==> config.mk <==
export PLATFORM = sky130hd
export DESIGN_NAME = i2c_reg_slave
export DESIGN_NICKNAME = d
export VERILOG_FILES = /design/src/rtl/i2c_pkg.sv /design/src/rtl/i2c_bus_cond.sv /design/src/rtl/i2c_reg_slave.sv
export SDC_FILE = /design/constraint.sdc
export NUM_CORES = 1
export LEC_CHECK = 0
export ABC_CLOCK_PERIOD_IN_PS = 19000
export CORE_MARGIN = 1
export CORE_UTILIZATION = 30
export CTS_CLUSTER_DIAMETER = 200
export CTS_CLUSTER_SIZE = 14
export DETAILED_ROUTE_END_ITERATION = 8
export HOLD_SLACK_MARGIN = 0.05
export PLACE_DENSITY = 0.51
export SYNTH_ARGS = -nofsm -noshare
export SYNTH_HDL_FRONTEND = slang
export SYNTH_SLANG_ARGS = --single-unit
export TNS_END_PERCENT = 20
==> constraint.sdc <==
create_clock -name clk -period 19 [get_ports clk]
set_input_delay 2.85 -clock clk [delete_from_list [all_inputs] [get_ports clk]]
set_output_delay 2.85 -clock clk [all_outputs]
set_load 0.01 [all_outputs]
==> src/rtl/i2c_pkg.sv <==
// i2c_pkg: shared types and constants for the oversampled I2C register slave.
package i2c_pkg;

  typedef enum logic [2:0] {
    IDLE,
    ADDR,
    IDX,
    WR,
    RD
  } state_t;

  // Level on SDA during the acknowledge bit
  localparam logic ACK  = 1'b0;
  localparam logic NACK = 1'b1;

  // Value returned when reading an index outside the register/status map
  localparam logic [7:0] RD_FILL = 8'hFF;

endpackage

==> src/rtl/i2c_bus_cond.sv <==
// i2c_bus_cond: SCL/SDA synchronisation, optional glitch filter and bus
// condition detection. Define I2C_GLITCH_FILTER_EN to add a 3-sample
// majority filter after each synchroniser (+2 clk latency).
module i2c_bus_cond (
  input  logic clk,
  input  logic start_rst,
  input  logic scl_i,
  input  logic sda_i,
  output logic scl_rise,
  output logic scl_fall,
  output logic start,
  output logic stop,
  output logic sda_s
);

  logic [1:0] scl_sync_q, scl_sync_d;
  logic [1:0] sda_sync_q, sda_sync_d;
  logic       scl_prev_q, scl_prev_d;
  logic       sda_prev_q, sda_prev_d;
  logic       scl_f, sda_f;

`ifdef I2C_GLITCH_FILTER_EN
  logic [2:0] scl_hist_q, scl_hist_d;
  logic [2:0] sda_hist_q, sda_hist_d;

  // Majority of the last three synchronised samples rejects 1-clk pulses
  always_comb begin
    scl_hist_d = {scl_hist_q[1:0], scl_sync_q[1]};
    sda_hist_d = {sda_hist_q[1:0], sda_sync_q[1]};
    scl_f = (scl_hist_q[0] & scl_hist_q[1]) | (scl_hist_q[0] & scl_hist_q[2]) |
            (scl_hist_q[1] & scl_hist_q[2]);
    sda_f = (sda_hist_q[0] & sda_hist_q[1]) | (sda_hist_q[0] & sda_hist_q[2]) |
            (sda_hist_q[1] & sda_hist_q[2]);
  end

  // Filter history registers, idle-high after reset
  always_ff @(posedge clk or posedge start_rst) begin
    if (start_rst) begin
      scl_hist_q <= '1;
      sda_hist_q <= '1;
    end else begin
      scl_hist_q <= scl_hist_d;
      sda_hist_q <= sda_hist_d;
    end
  end
`else
  assign scl_f = scl_sync_q[1];
  assign sda_f = sda_sync_q[1];
`endif

  // Next-state for synchronisers and edge-detect history
  always_comb begin
    scl_sync_d = {scl_sync_q[0], scl_i};
    sda_sync_d = {sda_sync_q[0], sda_i};
    scl_prev_d = scl_f;
    sda_prev_d = sda_f;
  end

  // Synchroniser and previous-sample flops; bus idles high
  always_ff @(posedge clk or posedge start_rst) begin
    if (start_rst) begin
      scl_sync_q <= '1;
      sda_sync_q <= '1;
      scl_prev_q <= 1'b1;
      sda_prev_q <= 1'b1;
    end else begin
      scl_sync_q <= scl_sync_d;
      sda_sync_q <= sda_sync_d;
      scl_prev_q <= scl_prev_d;
      sda_prev_q <= sda_prev_d;
    end
  end

  assign scl_rise = scl_f & ~scl_prev_q;
  assign scl_fall = ~scl_f & scl_prev_q;
  assign start    = scl_f & scl_prev_q & sda_prev_q & ~sda_f;
  assign stop     = scl_f & scl_prev_q & ~sda_prev_q & sda_f;
  assign sda_s    = sda_f;

endmodule

==> src/rtl/i2c_reg_slave.sv <==
// i2c_reg_slave: clk-oversampled I2C slave with N_RW read/write registers
// and an N_RO-byte read-only status window. Optional glitch filter is
// enabled with I2C_GLITCH_FILTER_EN (see i2c_bus_cond).
module i2c_reg_slave #(
  parameter logic [6:0] DEV_ADDR = 7'h55,
  parameter int         N_RW     = 24,
  parameter int         N_RO     = 1,
  parameter int         IDX_W    = 8
) (
  input  logic                clk,
  input  logic                start_rst,
  input  logic                scl_i,
  input  logic                sda_i,
  output logic                sda_oe,
  input  logic [N_RO*8-1:0]   status_i,
  output logic [N_RW*8-1:0]   regs_o,
  output logic                wr_stb,
  output logic [IDX_W-1:0]    wr_idx,
  output logic [7:0]          wr_data,
  output logic                busy
);
  import i2c_pkg::*;

  localparam int               TOTAL    = N_RW + N_RO;
  localparam logic [IDX_W-1:0] LAST_IDX = IDX_W'(TOTAL - 1);

  logic scl_rise, scl_fall, start, stop, sda_s;

  i2c_bus_cond u_bus_cond (
    .clk      (clk),
    .start_rst(start_rst),
    .scl_i    (scl_i),
    .sda_i    (sda_i),
    .scl_rise (scl_rise),
    .scl_fall (scl_fall),
    .start    (start),
    .stop     (stop),
    .sda_s    (sda_s)
  );

  state_t             state_q, state_d;
  logic [3:0]         bit_cnt_q, bit_cnt_d;
  logic [7:0]         shift_q, shift_d;
  logic [7:0]         tx_q, tx_d;
  logic [IDX_W-1:0]   ptr_q, ptr_d;
  logic               ack_q, ack_d;
  logic               mack_q, mack_d;
  logic               sda_oe_q, sda_oe_d;
  logic               busy_q, busy_d;
  logic [N_RW*8-1:0]  regs_q, regs_d;
  logic               wr_stb_q, wr_stb_d;
  logic [IDX_W-1:0]   wr_idx_q, wr_idx_d;
  logic [7:0]         wr_data_q, wr_data_d;

  logic               ptr_in_rng, ptr_is_rw, idx_ok, ack_bit;
  logic [IDX_W-1:0]   ptr_inc, load_ptr;
  logic [7:0]         rd_src;

  assign ptr_in_rng = int'(ptr_q) < TOTAL;
  assign ptr_is_rw  = int'(ptr_q) < N_RW;
  assign idx_ok     = int'(shift_q) < TOTAL;
  assign ptr_inc    = (ptr_q == LAST_IDX) ? '0 : ptr_q + 1'b1;
  // Entering RD from ADDR reads at the pointer; a master ACK reads the next one
  assign load_ptr   = (state_q == RD) ? ptr_inc : ptr_q;

  // Read byte source: register, status snapshot, or fill
  always_comb begin
    rd_src = RD_FILL;
    for (int unsigned k = 0; k < N_RW; k++)
      if (load_ptr == IDX_W'(k)) rd_src = regs_q[k*8 +: 8];
    for (int unsigned k = 0; k < N_RO; k++)
      if (load_ptr == IDX_W'(N_RW + k)) rd_src = status_i[k*8 +: 8];
  end

  // Protocol FSM next-state; shift_q still holds the received byte during the
  // ACK bit, so R/W and write data are taken from it when the ACK bit ends.
  always_comb begin
    state_d   = state_q;
    bit_cnt_d = bit_cnt_q;
    shift_d   = shift_q;
    tx_d      = tx_q;
    ptr_d     = ptr_q;
    ack_d     = ack_q;
    mack_d    = mack_q;
    sda_oe_d  = sda_oe_q;
    busy_d    = busy_q;
    regs_d    = regs_q;
    wr_stb_d  = 1'b0;
    wr_idx_d  = wr_idx_q;
    wr_data_d = wr_data_q;
    ack_bit   = NACK;
    if (start) begin
      state_d   = ADDR;
      bit_cnt_d = '0;
      ack_d     = 1'b0;
      sda_oe_d  = 1'b0;
    end else if (stop) begin
      state_d   = IDLE;
      bit_cnt_d = '0;
      ack_d     = 1'b0;
      sda_oe_d  = 1'b0;
      busy_d    = 1'b0;
    end else if (state_q == ADDR || state_q == IDX || state_q == WR) begin
      if (!ack_q && scl_rise && bit_cnt_q != 4'd8) begin
        shift_d   = {shift_q[6:0], sda_s};
        bit_cnt_d = bit_cnt_q + 4'd1;
      end else if (!ack_q && scl_fall && bit_cnt_q == 4'd8) begin
        if (state_q == ADDR) begin
          ack_bit = (shift_q[7:1] == DEV_ADDR) ? ACK : NACK;
        end else if (state_q == IDX) begin
          ptr_d   = IDX_W'(shift_q);
          ack_bit = idx_ok ? ACK : NACK;
        end else begin
          ack_bit = ptr_in_rng ? ACK : NACK;
        end
        if (ack_bit == ACK) begin
          sda_oe_d = 1'b1;
          ack_d    = 1'b1;
          if (state_q == ADDR) busy_d = 1'b1;
        end else begin
          state_d   = IDLE;
          bit_cnt_d = '0;
          if (state_q == ADDR) busy_d = 1'b0;
        end
      end else if (ack_q && scl_fall) begin
        sda_oe_d  = 1'b0;
        ack_d     = 1'b0;
        bit_cnt_d = '0;
        if (state_q == ADDR) begin
          if (shift_q[0]) begin
            state_d  = RD;
            tx_d     = rd_src;
            sda_oe_d = ~rd_src[7];
          end else begin
            state_d = IDX;
          end
        end else if (state_q == IDX) begin
          state_d = WR;
        end else begin
          if (ptr_is_rw) begin
            for (int unsigned k = 0; k < N_RW; k++)
              if (ptr_q == IDX_W'(k)) regs_d[k*8 +: 8] = shift_q;
            wr_stb_d  = 1'b1;
            wr_idx_d  = ptr_q;
            wr_data_d = shift_q;
          end
          ptr_d = ptr_inc;
        end
      end
    end else if (state_q == RD) begin
      if (!ack_q) begin
        if (scl_rise) begin
          bit_cnt_d = bit_cnt_q + 4'd1;
        end else if (scl_fall && bit_cnt_q == 4'd8) begin
          sda_oe_d = 1'b0;
          ack_d    = 1'b1;
        end else if (scl_fall) begin
          tx_d     = {tx_q[6:0], 1'b0};
          sda_oe_d = ~tx_q[6];
        end
      end else begin
        if (scl_rise) begin
          mack_d = sda_s;
        end else if (scl_fall) begin
          ack_d     = 1'b0;
          bit_cnt_d = '0;
          if (mack_q == ACK) begin
            ptr_d    = ptr_inc;
            tx_d     = rd_src;
            sda_oe_d = ~rd_src[7];
          end else begin
            state_d  = IDLE;
            sda_oe_d = 1'b0;
          end
        end
      end
    end
  end

  // FSM and registered outputs
  always_ff @(posedge clk or posedge start_rst) begin
    if (start_rst) begin
      state_q   <= IDLE;
      bit_cnt_q <= '0;
      shift_q   <= '0;
      tx_q      <= '0;
      ptr_q     <= '0;
      ack_q     <= 1'b0;
      mack_q    <= NACK;
      sda_oe_q  <= 1'b0;
      busy_q    <= 1'b0;
      regs_q    <= '0;
      wr_stb_q  <= 1'b0;
      wr_idx_q  <= '0;
      wr_data_q <= '0;
    end else begin
      state_q   <= state_d;
      bit_cnt_q <= bit_cnt_d;
      shift_q   <= shift_d;
      tx_q      <= tx_d;
      ptr_q     <= ptr_d;
      ack_q     <= ack_d;
      mack_q    <= mack_d;
      sda_oe_q  <= sda_oe_d;
      busy_q    <= busy_d;
      regs_q    <= regs_d;
      wr_stb_q  <= wr_stb_d;
      wr_idx_q  <= wr_idx_d;
      wr_data_q <= wr_data_d;
    end
  end

  assign sda_oe  = sda_oe_q;
  assign busy    = busy_q;
  assign regs_o  = regs_q;
  assign wr_stb  = wr_stb_q;
  assign wr_idx  = wr_idx_q;
  assign wr_data = wr_data_q;

endmodule

# Yosys cells after proc, flatten, opt, wreduce, memory -nomap -nowiden
# Index checks and enable logic that the tools add are counted.
[totals] ff_bits=249 wordCells=341 output_inout_bits=211 input_bits=12
[classes] n_mux=136 addsub=2 n_eq_ne=81 reduce_logical=59 n_lt_le_gt_ge=3 n_bitwise=20
[op_table] op="$mux W8" count=40
[op_table] op="$reduce_and A10 Y1" count=24
[op_table] op="$eq A8 B5 Y1 const B" count=18
[op_table] op="$eq A8 B4 Y1 const B" count=16
[op_table] op="$mux W7" count=14
[op_table] op="$eq A8 B3 Y1 const B" count=8
[op_table] op="$mux W1" count=55
[op_table] op="$mux W4" count=12
[op_table] op="$mux W3" count=15
[op_table] op="$eq A8 B2 Y1 const B" count=4
[op_table] op="$reduce_and A13 Y1" count=2
[op_table] op="$lt A8 B5 Y1 const B" count=3
[op_table] op="$reduce_and A9 Y1" count=2
[op_table] op="$eq A8 B1 Y1 const B" count=2
[op_table] op="$logic_not A8 Y1" count=2
[op_table] op="$reduce_bool A4 Y1" count=4
[op_table] op="$ne A5 B4 Y1 const B" count=3
[op_table] op="$reduce_bool A5 Y1" count=3
[op_table] op="$not A1 Y1" count=13
[op_table] op="$ne A3 B3 Y1 const B" count=4
[op_table] op="$reduce_and A6 Y1" count=2
[op_table] op="$reduce_bool A2 Y1" count=6
[op_table] op="$ne A2 B2 Y1 const B" count=5
[op_table] op="$ne A3 B2 Y1 const B" count=3
[op_table] op="other kinds (24)" count=41

# Logic depth before layout (Yosys ltp)
[logic_depth] depth_word=38 mapped_depth=16

# By module
# From an unflattened synthesis, not the netlist that was laid out.
[hier_totals] cells_unflattened=1157 area_unflattened_um2=12625.9
[modules_own_cells] mod="i2c_reg_slave" instances=1 seq_area_each_um2=6082.1 area_per_inst_um2=12431.9 cells_per_inst=1146
[modules_own_cells] mod="i2c_bus_cond" instances=1 seq_area_each_um2=157.7 area_per_inst_um2=193.9 cells_per_inst=11

# Least setup slack after synthesis
# No wires, ideal clock.
[synth_timing] kind="in2reg" from="input port status_i[0]" to="register tx_q[0]" setup_ns=0.069 slack_ns=15.476 t_required_ns=18.931 path_buffers=0 arrival_ns=3.455 cell_stages=4 path_cell_list="o21ai_1 -> nor4_1 -> o2111ai_1 -> nand3_1"
[synth_via] elab_chain_len=7 elab_cells_between_ends=12
[synth_rtl] item="start: declaration" line_no="i2c_reg_slave.sv:15" text="input logic [N_RO*8-1:0] status_i,"
[synth_rtl] item="$mux W8 *" line_no="i2c_reg_slave.sv:72" text="if (load_ptr == IDX_W'(N_RW + k)) rd_src = status_i[k*8 +: 8];"
[synth_rtl] item="$mux W7 (on tied branches)" line_no="i2c_reg_slave.sv:167, i2c_reg_slave.sv:130"
[synth_rtl] item="$mux W7 (on tied branches)" line_no="i2c_reg_slave.sv:164, i2c_reg_slave.sv:129"
[synth_rtl] item="$mux W7 (on tied branches)" line_no="i2c_reg_slave.sv:162, i2c_reg_slave.sv:125"
[synth_rtl] item="$mux W7 (on tied branches)" line_no="i2c_reg_slave.sv:151, i2c_reg_slave.sv:107"
[synth_rtl] item="$mux W7 (on tied branches)" line_no="i2c_reg_slave.sv:150, i2c_reg_slave.sv:104"
[synth_rtl] item="$mux W7 *" line_no="i2c_reg_slave.sv:103" text="end else if (state_q == ADDR || state_q == IDX || state_q == WR) begin"
[synth_rtl] item="end signal: assignment" line_no="i2c_reg_slave.sv:200" text="tx_q <= tx_d;"
[synth_rtl] item="end: declaration" line_no="i2c_reg_slave.sv:44" text="logic [7:0] tx_q, tx_d;"
# Mark *: on every way between the ends. The rest lies on a longest branch, timed or not. The select of a mux whose other input is x is not followed.
# A chain may end at the register's enable or synchronous reset.

# Worst setup path in the final report
[layout_timing] from="register ptr_q[0]" to="register tx_q[0]"
[layout_via] elab_chain_len=35 elab_cells_between_ends=65
[layout_rtl] item="start: declaration" line_no="i2c_reg_slave.sv:45" text="logic [IDX_W-1:0] ptr_q, ptr_d;"
[layout_rtl] item="start signal: assignment" line_no="i2c_reg_slave.sv:201" text="ptr_q <= ptr_d;"
[layout_rtl] item="$add A8 B1 Y8 / $eq A8 B5 Y1 (equally long branches)" line_no="i2c_reg_slave.sv:62" text="assign ptr_inc = (ptr_q == LAST_IDX) ? '0 : ptr_q + 1'b1;"
[layout_rtl] item="$mux W8" line_no="i2c_reg_slave.sv:62"
[layout_rtl] item="$mux W8 *" line_no="i2c_reg_slave.sv:64" text="assign load_ptr = (state_q == RD) ? ptr_inc : ptr_q;"
[layout_rtl] item="$logic_not A8 Y1" line_no="i2c_reg_slave.sv:70" text="if (load_ptr == IDX_W'(k)) rd_src = regs_q[k*8 +: 8];"
[layout_rtl] item="$mux W8 (24 in series)" line_no="i2c_reg_slave.sv:70"
[layout_rtl] item="$mux W8 *" line_no="i2c_reg_slave.sv:72"
[layout_rtl] item="$mux W7 (on tied branches)" line_no="i2c_reg_slave.sv:167, i2c_reg_slave.sv:130"
[layout_rtl] item="$mux W7 (on tied branches)" line_no="i2c_reg_slave.sv:164, i2c_reg_slave.sv:129"
[layout_rtl] item="$mux W7 (on tied branches)" line_no="i2c_reg_slave.sv:162, i2c_reg_slave.sv:125"
[layout_rtl] item="$mux W7 (on tied branches)" line_no="i2c_reg_slave.sv:151, i2c_reg_slave.sv:107"
[layout_rtl] item="$mux W7 (on tied branches)" line_no="i2c_reg_slave.sv:150, i2c_reg_slave.sv:104"
[layout_rtl] item="$mux W7 *" line_no="i2c_reg_slave.sv:103"
# Marks and branches as above.

==> qor.csv <==
stage,metric,value,unit
cts,TritonCTS clock tree,done,
global_routing,GRT Overall Usage,0.237,
floorplanning,die footprint,0.0436,mm²
cts,Root Buffer Master,clkbuf_16,
pwr,VDD IR max,55.9,µV
yosys,register area share after synthesis,0.486,
sta,worst hold slack,360,ps
yosys,Syn Std Cell Area,0.0128,mm²
critical_path,nature of the critical path endpoint,flip-flop,
yosys,Synthesis Warnings,0,
finish,fin area,0.0161,mm²
pwr,clock share of power,0.271,
finish,footprint of the multi-input gates,0.00619,mm²
yosys,Netlist cell types,87,
yosys,Syn Area/Cell,10.9,µm²
placed_design,Final Wtd Congestion,0.948,
global_routing,"Remaining Overflow, GRT",0,
yosys,Post-synth ARST share,1.00,
cts,Skew-Pair Late Insertion Delay,530,ps
global_routing,initial antenna violation count,0,
floorplanning,Starting Density,0.305,
pwr,pwr dens,92.2,mW/mm²
flow_run,Max-cap violations,0,
floorplanning,core area,0.0420,mm²
drt,DR vias,11000,
cts,Longest Clk Path Bufs,3,
sta,worst-margin pin slew,1130,ps
outcome,status,"finished, final reports clean",
sta,Final setup viols,0,
critical_path,Setup crit start,ptr_q[0],
finish,final non-filler cell total,1906,
cts,# clock sinks,249,
pwr,Comb pwr share,0.311,
cts,H-tree Lvls,1,
critical_path,CP Max Fanout,25,
critical_path,Critical Path Start Type,flip-flop,
cts,quantity of gates resized following cts,0,
drt,Post-route DRC,0,
pwr,NetSw,592,µW
pwr,leakage,0.00700,µW
hold_path,hold_sp,u_bus_cond.scl_sync_q[0],
finish,Sequential Area,0.00624,mm²
critical_path,r2r startpoint,ptr_q[0],
cts,clock slew seen by the registers of the worst setup and hold paths,70,ps
drt,vias per cell,5.79,
placed_design,I/O Buffers,222,
pwr,Sw Ratio,0.398,
yosys,Synth Instances,1175,
cts,Post-CTS Hold Fix Bufs,0,
critical_path,crit path kind,flip-flop to flip-flop,
sta,Final Hold Vio Count,0,
hold_path,Hold Path Class,flip-flop to flip-flop,
cts,"Setup Fix Bufs, Post-CTS",0,
finish,ANT cells,0,
pwr,Flop pwr share,0.418,
drt,Final ANT Viol Nets,0,
sta,Pins Over Slew Limit,0,
yosys,syn_nets,1196,
drt,Total Wirelength,52600,µm
floorplanning,Die H,209,µm
finish,fin nets,1381,
critical_path,WP data arrival,5230,ps
sta,max frequency,0.210,GHz
cts,TritonCTS buffer count,21,
placed_design,placed standard-cell area,0.0156,mm²
pwr,Tot Pwr,1490,µW
placed_design,placed cell count,1876,
critical_path,WP data required,19460,ps
drt,drt pass-1 iters,5,
drt,Routed WL per cell,27.6,µm
global_routing,number of global-route vias before repair,11000,
finish,layout overhead on the synthesized area,25.6,%
yosys,Post-synth EDFFs,0,
sta,Clock Skew,17.2,ps
sta,Period minus WS final,4770,ps
floorplanning,width of the die,209,µm
yosys,Seq cells post-synth,249,
floorplanning,std cell rows,75,
sta,unrepaired setup endpoints after global routing,no,
placed_design,hpwl dp,37700,µm
pwr,Cell Int Power,894,µW
global_routing,largest net degree at the start of global routing,103,
global_routing,first-pass GRT wire length,76500,µm
finish,layout cells sized above 1,0.214,
drt,initial DRC count,1143,
yosys,prevailing post-synth register cell,dfrtp_1,
finish,fillcell total,4189,
floorplanning,IO Pins,223,
sta,final worst-path cycle share,0.251,
sta,Max-slew headroom,0.241,
sta,TNS Setup,0,ps
[final timing paths]
check	end	slack [ps]	cells after the start
worst max-delay path	tx_q[0]	14230	10
worst min-delay path	u_bus_cond.scl_sync_q[1]	360	0
worst max register to register	tx_q[0]	14230	10
worst min register to register	u_bus_cond.scl_sync_q[1]	360	0
max in group asynchronous	shift_q[0]	14650	3
min in group asynchronous	regs_o[6]	2820	2
[cells in the final DEF, fill, tap and decap left out, types with 10 or more instances in the layout]
master | netlist | final
buf_4 | 3 | 22
and3_1 | 10 | 10
a21oi_1 | 51 | 51
mux2_2 | 202 | 202
nor2_1 | 54 | 54
nand3_1 | 37 | 37
o221ai_1 | 10 | 10
nand4_1 | 16 | 16
clkbuf_16 | 0 | 21
clkdlybuf4s50_1 | 0 | 222
nor3_1 | 28 | 28
o22ai_1 | 41 | 41
dfrtp_1 | 242 | 241
mux2i_1 | 11 | 11
o21ai_0 | 47 | 47
o211ai_1 | 10 | 10
a31oi_1 | 10 | 10
nand2b_1 | 10 | 10
o22a_1 | 14 | 14
inv_1 | 14 | 13
nand2_1 | 108 | 108
[registers in the layout (all words and copies together) (netlist names)]
name	cells
u_bus_cond.sda_sync_q	2
u_bus_cond.sda_prev_q	1
ack_q	1
sda_oe	1
wr_idx	8
shift_q	8
bit_cnt_q	4
wr_stb	1
wr_data	8
state_q	3
u_bus_cond.scl_sync_q	2
u_bus_cond.scl_prev_q	1
mack_q	1
regs_o	192
tx_q	7
ptr_q	8
busy	1
[critical path: stages, from the launching register on]
cell       delay, ps
dfrtp_1          900
inv_1            300
ha_1             370
and4b_1          330
a21oi_4          280
o32a_1           660
or4_1            480
o21ai_1          150
nor4_1           790
o2111ai_1        270
nand3_1          150
[synth_stat cells, drive strengths merged, types with 4 or more instances]
master,n,area share
a22oi,6,0.0035
nand4,18,0.0098
and3,10,0.0049
nor2,56,0.017
o22a,15,0.010
o32a,4,0.0031
o21ai,56,0.022
and4,6,0.0041
buf,30,0.012
dfstp,7,0.014
nand2,110,0.033
o211ai,10,0.0059
a211oi,9,0.0064
nor4,13,0.0090
a21oi,53,0.022
mux2i,11,0.0086
a221oi,7,0.0058
o31a,4,0.0027
nor2b,9,0.0044
o22ai,41,0.020
and2,9,0.0044
ha,9,0.0088
o31ai,4,0.0023
o221ai,10,0.0068
a2111oi,5,0.0049
or3,7,0.0042
mux2,202,0.18
a31oi,10,0.0049
o311ai,4,0.0041
nor3,30,0.013
o32ai,5,0.0040
nand2b,10,0.0049
nand3,40,0.017
dfrtp,242,0.47
clkbuf,52,0.015
inv,14,0.0041
[cells by family (layout without fill, tap and decap cells)]
family	Yosys count	in the layout	synth area share
adder cells (fa/ha/maj)	9	9	0.00878
multiplexers	213	213	0.186
AND/OR/NAND/NOR	338	338	0.139
XOR/XNOR	2	2	0.00137
flip-flops	249	249	0.486
AO/OA/AOI/OAI	268	268	0.147
buffers and inverters	96	288	0.0318
[power by group through the flow]
stage,Clock [µW],Combinational [µW],Sequential (µW)
floorplan,0,311,579
global placement,0,449,629
detailed placement,0,451,630
CTS,411,452,620
global route,427,490,627
finish,403,462,621
[layer usage]
metal  global-route usage  part of all wire
met3               0.0404             0.071
met2                0.371              0.45
met1                0.331              0.44
met5                    0                 0
met4               0.0811             0.037
[stage by stage]
step,setup slack [ps],util
final,14230,0.383
after global routing,13880,0.383
after CTS,14390,0.383
after detailed placement,13890,0.370
after global placement,13880,0.370
after floorplan,9320,-
[area by class of cell]
class	instances	share of cell area
sequential	249	0.387
tap	539	0.0418
timing repair buffer	244	0.148
clock inverter	2	0.000854
multi-input combinational	830	0.384
clock buffer	28	0.0342
inverter	14	0.00373
(Power assumes the default switching activity.)
